**config.mk**
```make
export PLATFORM = sky130hd
export DESIGN_NAME = fifo_wr_arbiter_flat
export DESIGN_NICKNAME = d
export VERILOG_FILES = /design/src/rtl/fifo_wr_arbiter_pkg.sv /design/src/rtl/fifo_wr_arbiter_if.sv /design/src/rtl/rr_arbiter.sv /design/src/rtl/fifo_wr_arbiter.sv /design/src/flat_wrapper.sv
export SDC_FILE = /design/constraint.sdc
export NUM_CORES = 1
export LEC_CHECK = 0
export ABC_AREA = 1
export BUFFER_PORTS_ARGS = -buffer_cell sky130_fd_sc_hd__buf_2
export CAP_MARGIN = 25
export CORE_MARGIN = 4
export CORE_UTILIZATION = 40
export CTS_CLUSTER_DIAMETER = 120
export DETAILED_ROUTE_END_ITERATION = 10
export GPL_ROUTABILITY_DRIVEN = 0
export PLACE_DENSITY = 0.75
export SYNTH_ARGS = -nofsm -noshare
export SYNTH_HDL_FRONTEND = slang
export SYNTH_SLANG_ARGS = --single-unit
export TNS_END_PERCENT = 20
```
**constraint.sdc**
```tcl
create_clock -name wr_clk -period 7.2 [get_ports wr_clk]
set_clock_uncertainty 0.2 [all_clocks]
set_input_delay 0.72 -clock wr_clk [delete_from_list [all_inputs] [get_ports wr_clk]]
set_output_delay 0.72 -clock wr_clk [all_outputs]
set_load 0.01 [all_outputs]
```
**src/rtl/fifo_wr_arbiter_pkg.sv**
```systemverilog
// Shared types and defaults for the write-side
// FIFO scheduler and its round-robin picker.
package fifo_wr_arb_pkg;

  typedef enum logic {
    IDLE  = 1'b0,
    BURST = 1'b1
  } arb_state_e;

  localparam int DEF_DATA_WIDTH = 8;
  localparam int DEF_NUM_REQ    = 4;
  localparam int DEF_MAX_BURST  = 8;
  localparam int DEF_ID_WIDTH   = 2;

  localparam int MAX_REQ      = 8;
  localparam int MAX_ID_WIDTH = 3;

  // OR of set-bit positions; exact for one-hot input
  function automatic logic [MAX_ID_WIDTH-1:0]
    onehot_to_idx(input logic [MAX_REQ-1:0] oh);
    logic [MAX_ID_WIDTH-1:0] idx;
    idx = '0;
    for (int i = 0; i < MAX_REQ; i++) begin
      if (oh[i]) begin
        idx = idx | MAX_ID_WIDTH'(i);
      end
    end
    return idx;
  endfunction

endpackage

```
**src/rtl/fifo_wr_arbiter_if.sv**
```systemverilog
// Requester lanes, FIFO write port and status
// of the write-side scheduler.
interface fifo_wr_arbiter_if
  import fifo_wr_arb_pkg::*;
#(
  parameter int data_width = DEF_DATA_WIDTH,
  parameter int NUM_REQ    = DEF_NUM_REQ,
  parameter int id_width   = DEF_ID_WIDTH
);

  logic [NUM_REQ-1:0]            req_valid;
  logic [NUM_REQ*data_width-1:0] req_data;
  logic [NUM_REQ-1:0]            req_last;
  logic [NUM_REQ-1:0]            req_ack;

  logic                  fifo_wr_en;
  logic [data_width-1:0] fifo_data;
  logic                  fifo_full;
  logic                  fifo_almost_full;

  logic                busy;
  logic [id_width-1:0] owner;

  modport master (
    input  req_valid,
    input  req_data,
    input  req_last,
    output req_ack,
    output fifo_wr_en,
    output fifo_data,
    input  fifo_full,
    input  fifo_almost_full,
    output busy,
    output owner
  );

  modport slave (
    output req_valid,
    output req_data,
    output req_last,
    input  req_ack,
    input  fifo_wr_en,
    input  fifo_data,
    output fifo_full,
    output fifo_almost_full,
    input  busy,
    input  owner
  );

endinterface

```
**src/rtl/rr_arbiter.sv**
```systemverilog
// Combinational round-robin picker: first request
// after rr_ptr, wrapping modulo NUM_REQ.
module rr_arbiter
  import fifo_wr_arb_pkg::*;
#(
  parameter int NUM_REQ  = DEF_NUM_REQ,
  parameter int id_width = DEF_ID_WIDTH
) (
  input  logic [NUM_REQ-1:0]  req,
  input  logic [id_width-1:0] rr_ptr,
  output logic [NUM_REQ-1:0]  grant,
  output logic [id_width-1:0] grant_idx
);

  logic [MAX_REQ-1:0]  grant_pad;
  logic [id_width-1:0] idx;
  logic                found;

  always_comb begin
    grant = '0;
    found = 1'b0;
    idx   = '0;
    for (int k = 1; k <= NUM_REQ; k++) begin
      idx = id_width'((int'(rr_ptr) + k) % NUM_REQ);
      if (!found && req[idx]) begin
        grant[idx] = 1'b1;
        found      = 1'b1;
      end
    end
  end

  always_comb begin
    grant_pad = '0;
    grant_pad[NUM_REQ-1:0] = grant;
  end

  assign grant_idx = id_width'(onehot_to_idx(grant_pad));

endmodule

```
**src/rtl/fifo_wr_arbiter.sv**
```systemverilog
// Shares the async FIFO write port between NUM_REQ
// requesters in bounded round-robin bursts.
module fifo_wr_arbiter
  import fifo_wr_arb_pkg::*;
#(
  parameter int data_width = DEF_DATA_WIDTH,
  parameter int NUM_REQ    = DEF_NUM_REQ,
  parameter int MAX_BURST  = DEF_MAX_BURST,
  parameter int id_width   = DEF_ID_WIDTH
) (
  input logic               wr_clk,
  input logic               rst,
  fifo_wr_arbiter_if.master bus
);

  localparam int CNT_W = $clog2(MAX_BURST) + 1;

  localparam logic [CNT_W-1:0] CNT_LAST =
    CNT_W'(MAX_BURST - 1);
  localparam logic [id_width-1:0] PTR_RST =
    id_width'(NUM_REQ - 1);

  arb_state_e state;
  arb_state_e state_nxt;

  logic [CNT_W-1:0]    beat_cnt;
  logic [id_width-1:0] owner_q;
  logic [id_width-1:0] rr_ptr;
  logic [id_width-1:0] grant_idx;
  logic [NUM_REQ-1:0]  grant;

  logic start;
  logic ack;
  logic done;
  logic own_valid;
  logic own_last;

  logic [data_width-1:0] own_data;
  logic                  wr_en_q;
  logic [data_width-1:0] data_q;

  rr_arbiter #(
    .NUM_REQ  (NUM_REQ),
    .id_width (id_width)
  ) u_rr (
    .req       (bus.req_valid),
    .rr_ptr    (rr_ptr),
    .grant     (grant),
    .grant_idx (grant_idx)
  );

  assign own_valid = bus.req_valid[owner_q];
  assign own_last  = bus.req_last[owner_q];
  assign own_data  =
    bus.req_data[owner_q*data_width +: data_width];

  always_comb begin
    state_nxt   = state;
    start       = 1'b0;
    ack         = 1'b0;
    done        = 1'b0;
    bus.req_ack = '0;
    unique case (state)
      IDLE: begin
        start = (|grant) & ~bus.fifo_almost_full;
        if (start) begin
          state_nxt = BURST;
        end
      end
      BURST: begin
        ack  = own_valid & ~bus.fifo_full;
        // last beat or forced preemption at MAX_BURST
        done = ack &
          (own_last | (beat_cnt == CNT_LAST));
        bus.req_ack[owner_q] = ack;
        if (done) begin
          state_nxt = IDLE;
        end
      end
    endcase
  end

  always_ff @(posedge wr_clk or posedge rst) begin
    if (rst) begin
      state <= IDLE;
    end else begin
      state <= state_nxt;
    end
  end

  always_ff @(posedge wr_clk or posedge rst) begin
    if (rst) begin
      beat_cnt <= '0;
      owner_q  <= '0;
      rr_ptr   <= PTR_RST;
    end else if (start) begin
      beat_cnt <= '0;
      owner_q  <= grant_idx;
      rr_ptr   <= grant_idx;
    end else if (ack) begin
      beat_cnt <= beat_cnt + 1'b1;
    end
  end

  always_ff @(posedge wr_clk or posedge rst) begin
    if (rst) begin
      wr_en_q <= 1'b0;
      data_q  <= '0;
    end else begin
      wr_en_q <= ack;
      if (ack) begin
        data_q <= own_data;
      end
    end
  end

  assign bus.fifo_wr_en = wr_en_q;
  assign bus.fifo_data  = data_q;
  assign bus.busy       = (state == BURST);
  assign bus.owner      = owner_q;

endmodule

```
**src/flat_wrapper.sv**
```systemverilog
// flat-port wrapper written by rule: the top's interface ports become plain ports
module fifo_wr_arbiter_flat import fifo_wr_arb_pkg::*;
#(
  parameter int data_width = DEF_DATA_WIDTH,
  parameter int NUM_REQ    = DEF_NUM_REQ,
  parameter int MAX_BURST  = DEF_MAX_BURST,
  parameter int id_width   = DEF_ID_WIDTH
)
  (wr_clk, rst, bus_req_valid, bus_req_data, bus_req_last, bus_req_ack, bus_fifo_wr_en, bus_fifo_data, bus_fifo_full, bus_fifo_almost_full, bus_busy, bus_owner);
  fifo_wr_arbiter_if #(.data_width(data_width), .NUM_REQ(NUM_REQ), .id_width(id_width)) bus_i ();
  input logic wr_clk;
  input logic rst;
  input wire logic [$bits(bus_i.req_valid)-1:0] bus_req_valid;
  input wire logic [$bits(bus_i.req_data)-1:0] bus_req_data;
  input wire logic [$bits(bus_i.req_last)-1:0] bus_req_last;
  output wire logic [$bits(bus_i.req_ack)-1:0] bus_req_ack;
  output wire logic [$bits(bus_i.fifo_wr_en)-1:0] bus_fifo_wr_en;
  output wire logic [$bits(bus_i.fifo_data)-1:0] bus_fifo_data;
  input wire logic [$bits(bus_i.fifo_full)-1:0] bus_fifo_full;
  input wire logic [$bits(bus_i.fifo_almost_full)-1:0] bus_fifo_almost_full;
  output wire logic [$bits(bus_i.busy)-1:0] bus_busy;
  output wire logic [$bits(bus_i.owner)-1:0] bus_owner;
  assign bus_i.req_valid = bus_req_valid;
  assign bus_i.req_data = bus_req_data;
  assign bus_i.req_last = bus_req_last;
  assign bus_req_ack = bus_i.req_ack;
  assign bus_fifo_wr_en = bus_i.fifo_wr_en;
  assign bus_fifo_data = bus_i.fifo_data;
  assign bus_i.fifo_full = bus_fifo_full;
  assign bus_i.fifo_almost_full = bus_fifo_almost_full;
  assign bus_busy = bus_i.busy;
  assign bus_owner = bus_i.owner;
  fifo_wr_arbiter #(.data_width(data_width), .NUM_REQ(NUM_REQ), .MAX_BURST(MAX_BURST), .id_width(id_width)) u_core (.wr_clk(wr_clk), .rst(rst), .bus(bus_i));
endmodule
```
; ---- Word-level counts from Yosys, hierarchy flattened
; Index checks and enable logic that the tools add are counted.
[word_totals]
inputBits = 44
register_bits = 18
word_cells = 87
out_inout_bits = 16
[classes]
n_bitwise = 11
n_reduce_logical = 13
shift = 1
eq_ne = 1
add_sub_neg = 5
magnitude_cmp = 10
muxes = 40
[op_table]
columns = cell, n
row1 = variable part select 32 x 6 -> 8 bit, 1
row2 = two-way mux 4 bit, 7
row3 = two-way mux 1 bit, 19
row4 = "< comparator 2 x 3 -> 1 bit, second input constant", 5
row5 = binary-select mux 1 bit (select 2 bit), 6
row6 = bitwise OR 4 bit, 3
row7 = demux 1 bit (select 2 bit), 5
row8 = ">= comparator 2 x 1 -> 1 bit, second input constant", 5
row9 = logical AND 1 bit, 8
row10 = "adder 2 x 1 -> 2 bit, second input constant", 2
row11 = "adder 2 bit, second input constant", 2
row12 = "adder 4 x 1 -> 4 bit, second input constant", 1
row13 = AND 4 bit, 1
row14 = "equality test 4 x 3 -> 1 bit, second input constant", 1
row15 = two-way mux 2 bit, 2
row16 = OR reduction 4 bit, 1
row17 = AND 1 bit, 3
row18 = zero test 1 bit, 3
row19 = NOT 1 bit, 3
row20 = one-hot mux 1 bit (2 select lines), 1
row21 = nonzero test 2 bit, 1
row22 = bitwise OR 1 bit, 1

; ---- Depth between registers and ports, before layout
[logic_depth]
ltp_word = 17
mapped_depth = 14
depth_no_buf = 14

; ---- Hierarchy
; From an unflattened synthesis, not the netlist that was laid out.
[hier_totals]
cells_unflattened = 236
hier_area_um2 = 1660.3
[modules_own_cells]
columns = mod, area_per_inst_um2, seq_area_each_um2, cells_per_inst, n_inst
row1 = fifo_wr_arbiter, 1162.4, 452.9, 157, 1
row2 = rr_arbiter, 498.0, 0.0, 79, 1

; ---- Least setup slack after synthesis
; No wires, ideal clock.
[synth_path]
path_kind = in2out
startpoint = input bus_req_valid[3]
endpoint = output bus_req_ack[0]
arrival_ns = 1.717
path_slack_ns = 4.563
n_path_buf = 2
path_stages = 7
required_time_ns = 6.280
path_cell_list = inv_1 o2111ai_1 and3_1 buf_2 inv_2 buf_2 nor3_1
[synth_between]
elab_chain_len = 5
[synth_rtl]
columns = element, line
row1 = "start, declared", flat_wrapper.sv:13  ; input wire logic [$bits(bus_i.req_valid)-1:0] bus_req_valid;
row2 = binary-select mux 1 bit (select 2 bit), fifo_wr_arbiter.sv:52  ; assign own_valid = bus.req_valid[owner_q];
row3 = two-way mux 1 bit (implied by the code), fifo_wr_arbiter.sv:52
row4 = AND 1 bit, fifo_wr_arbiter.sv:71  ; ack = own_valid & ~bus.fifo_full;
row5 = AND 4 bit (no source line), -
row6 = two-way mux 4 bit, fifo_wr_arbiter.sv:63  ; unique case (state)
row7 = "end, declared", flat_wrapper.sv:16  ; output wire logic [$bits(bus_i.req_ack)-1:0] bus_req_ack;
; No other way between the ends. The select of a mux whose other input is x is not followed.

; ---- Final worst setup path
[layout_path]
startpoint = register u_core.owner_q[1] (netlist: u_core.bus.owner[1])
endpoint = output bus_req_ack[0]
[layout_between]
elab_chain_len = 6
word_cells_on_any_way = 10
classes_between = order compare: 2 / mux: 5 / bitwise: 2 / reduce/logical: 1
[layout_rtl]
columns = element, line
row1 = "start, declared", fifo_wr_arbiter.sv:27  ; logic [id_width-1:0] owner_q;
row2 = "start signal, assigned", fifo_wr_arbiter.sv:98  ; owner_q <= grant_idx;
row3 = < comparator 2 x 3 -> 1 bit (implied by the code) or >= comparator 2 x 1 -> 1 bit (tied branches), fifo_wr_arbiter.sv:75  ; bus.req_ack[owner_q] = ack;
row4 = logical AND 1 bit (implied by the code), fifo_wr_arbiter.sv:75
row5 = two-way mux 1 bit (implied by the code), fifo_wr_arbiter.sv:75
row6 = demux 1 bit (select 2 bit), -
row7 = AND 4 bit (no source line) *, -
row8 = two-way mux 4 bit *, fifo_wr_arbiter.sv:63
; Mark *: on every way between the ends. The rest lies on a longest branch, timed or not. The select of a mux whose other input is x is not followed.

==> metrics.cfg <==
[status]
outcome=finished, final reports clean

[global_routing]
grtUsageTotal_pct=15.8
grt_pass1_vias=1517
grt_start_max_net_pins=27
grt_pass1_wl_um=6510
grt_overflow=0
antenna_found_initial=0

[synth]
post_synth_inst_count=230
ys_seq_elements=18
yosys.area.top_type_share_pct=25.4
yosysTopAreaCell=dfrtp_1
syn_area_um2=1570
netlist_top_cells_area=dfrtp_1 (25%), nand2_1 (19%), nand3_1 (15%)
syn_nets=283
syn_avg_cell_area_um2=6.84
synth.distinct_cells=31
ys_seq_area_share_pct=28.8
ys.warnings.count=0

[power]
seqPwrFrac_pct=27.1
total_power_uw=833
p_int_uw=388
power_switching_uw=445
pwr-share-clk_pct=9.7
vdd_drop_max_v=0.000177
swShare_pct=53.5
leakagePower_uw=0.00108
power_density_nw_per_um2=429
pwr-share-comb_pct=63.2

[layout]
diodes=0
nets=337
fill_cells=379
layout-drive-gt1-share_pct=31.8
final_cells=331
syn_to_final_growth_pct=23.2

[floorplan]
die_area_um2=5000
ios=60
core_um2=3740
die_x_um=70.7
die_h_um=70.7
rows=22
start_util_pct=42.0

[critical_path]
start_kind=register
path_class=register to output pin
worstPathCellList=inv_1, nand3_1, o2111ai_1, and3_1, inv_2, nor3_1, buf_2
critPathMaxFanout=24
cp.required_ps=6280
cp_slowest_cell=dfrtp_1
max_stage_delay_ps=660
arrival_ps=2680
endpoint_kind=output pin
r2r_cells=9

[timing]
timing.hold.ws_ps=276
rsz0062_at_grt=no
tightest_slew_ps=795
fin_crit_sh_pct=50.0
tns_ps=0
finalWorstSetupSlack_ps=3600
hold_viol_final=0
drv_slew=0
setup_viol=0
relSlewSlack_pct=47.0
fmax_mhz=278
min_period_ps=3600

[placement]
io_buffer_count=59
dpl_worst_slack_ps=3860
place.detailed.instances=327
dp.final_hpwl_um=3220

[drt]
drc_errors=0
drt_iter0_drc=67
wl_um=4010
vias=1648
drt_first_pass_iters=4
detail_route.vias_per_cell=4.98
drt.antenna.violating_nets=0
wl_per_cell_um=12.1

[cts]
cts_resized=0
cts_buffers=3
cts_root_buf=clkbuf_8
ctsHtreeMaxLevel=1
cts_sinks=18
cts_tree=done
clk_pin_slew_ps=70
clock_latency_ps=250
cts_setup_buffers=0
hold_buffers=0
cts_buffer_depth=2

[hold_path]
hold_path_depth=2
hold_path_class=register to register

[flow_run]
drv_cap=0

[final cells by class]
cell class / count / area (µm²) / share of cell area [%]
Clock buffer: 4 / 55.1 / 2.84
Inverter: 20 / 77.6 / 4.00
Multi-Input combinational cell: 182 / 998 / 51.5
Sequential cell: 18 / 453 / 23.4
Tap cell: 48 / 60.1 / 3.10
Timing Repair Buffer: 59 / 295 / 15.2
[power groups by stage]
stage | Combinational, µW | Clock (µW) | Sequential, µW
2_1_floorplan | 431 | 0 | 202
4_1_cts | 530 | 83.5 | 226
5_1_grt | 600 | 86.7 | 236
3_3_place_gp | 520 | 0 | 226
6_report | 527 | 80.4 | 226
3_5_place_dp | 529 | 0 | 227
[kinds of logic (layout without fill, tap and decap cells)]
| kind of cell | after synthesis | after routing | synth area share [%] |
|---|---|---|---|
| fa+ha+maj | 9 | 9 | 7.15 |
| compound gates | 3 | 3 | 1.43 |
| simple gates | 168 | 168 | 53.7 |
| flops | 18 | 18 | 28.8 |
| buf+inv | 30 | 83 | 7.79 |
| xor+xnor | 2 | 2 | 1.11 |
[registers in the layout, indices dropped and copies added (netlist names)]
| signal | flops |
|---|---|
| u_core.rr_ptr | 2 |
| u_core.bus.fifo_wr_en | 1 |
| u_core.beat_cnt | 4 |
| u_core.bus.busy | 1 |
| u_core.bus.fifo_data | 8 |
| u_core.bus.owner | 2 |
[stage by stage]
| step | utilization, % | area (µm²) |
|---|---|---|
| floorplan | - | 1570 |
| global placement | 50.3 | 1880 |
| detailed placement | 50.3 | 1880 |
| CTS | 51.8 | 1940 |
| global route | 51.8 | 1940 |
| finish | 51.8 | 1940 |
[placed cells by master (no fill, tap or decap), drive strengths merged]
cell type	netlist	routed
a21oi	1	1
clkbuf	3	4
nor2	12	12
nor3b	3	3
and3	1	1
buf	7	59
dfstp	2	2
xnor2	1	1
o311ai	1	1
o2111ai	1	1
clkinv	2	2
nand4	9	9
ha	9	9
inv	18	18
nand3	51	51
xor2	1	1
nor3	4	4
nand2	88	88
dfrtp	16	16
[cells in the mapped netlist, drive strengths merged]
library cell  instances
nor3                  4
nor2                 12
dfstp                 2
clkinv                2
clkbuf                3
o311ai                1
and3                  1
nor3b                 3
nand3                51
buf                   7
nand2                88
inv                  18
a21oi                 1
xnor2                 1
ha                    9
xor2                  1
dfrtp                16
nand4                 9
o2111ai               1
[per-layer routing]
| layer | global-route usage [%] | wire, µm | vias to the layer above |
|---|---|---|---|
| li1 | - | - | 859 |
| met1 | 20.8 | 1800 | 719 |
| met2 | 25.0 | 1820 | 58 |
| met5 | 0 | 0 | - |
| met4 | 7.52 | 122 | 0 |
| met3 | 2.98 | 266 | 12 |
[worst max-delay path, delay by kind of cell, from the launching register on]
family | cells | cell delay [ps]
and+or+nand+nor | 3 | 800
DFF | 1 | 660
AOI/OAI and AO/OA | 1 | 170
buffers and inverters | 3 | 800
[final timing paths]
path | endpoint | startpoint | slack, ps
hold reg to reg | u_core.bus.fifo_data[4] | u_core.bus.fifo_data[4] | 280
hold / removal | u_core.bus.fifo_data[4] | u_core.bus.fifo_data[4] | 280
max in group asynchronous | u_core.beat_cnt[0] | rst | 6020
min in group asynchronous | u_core.bus.fifo_data[6] | rst | 360
setup reg to reg | u_core.beat_cnt[1] | u_core.bus.owner[0] | 4500
setup / recovery | bus_req_ack[0] | u_core.bus.owner[1] | 3600
Power figures use the tool's default switching activity.
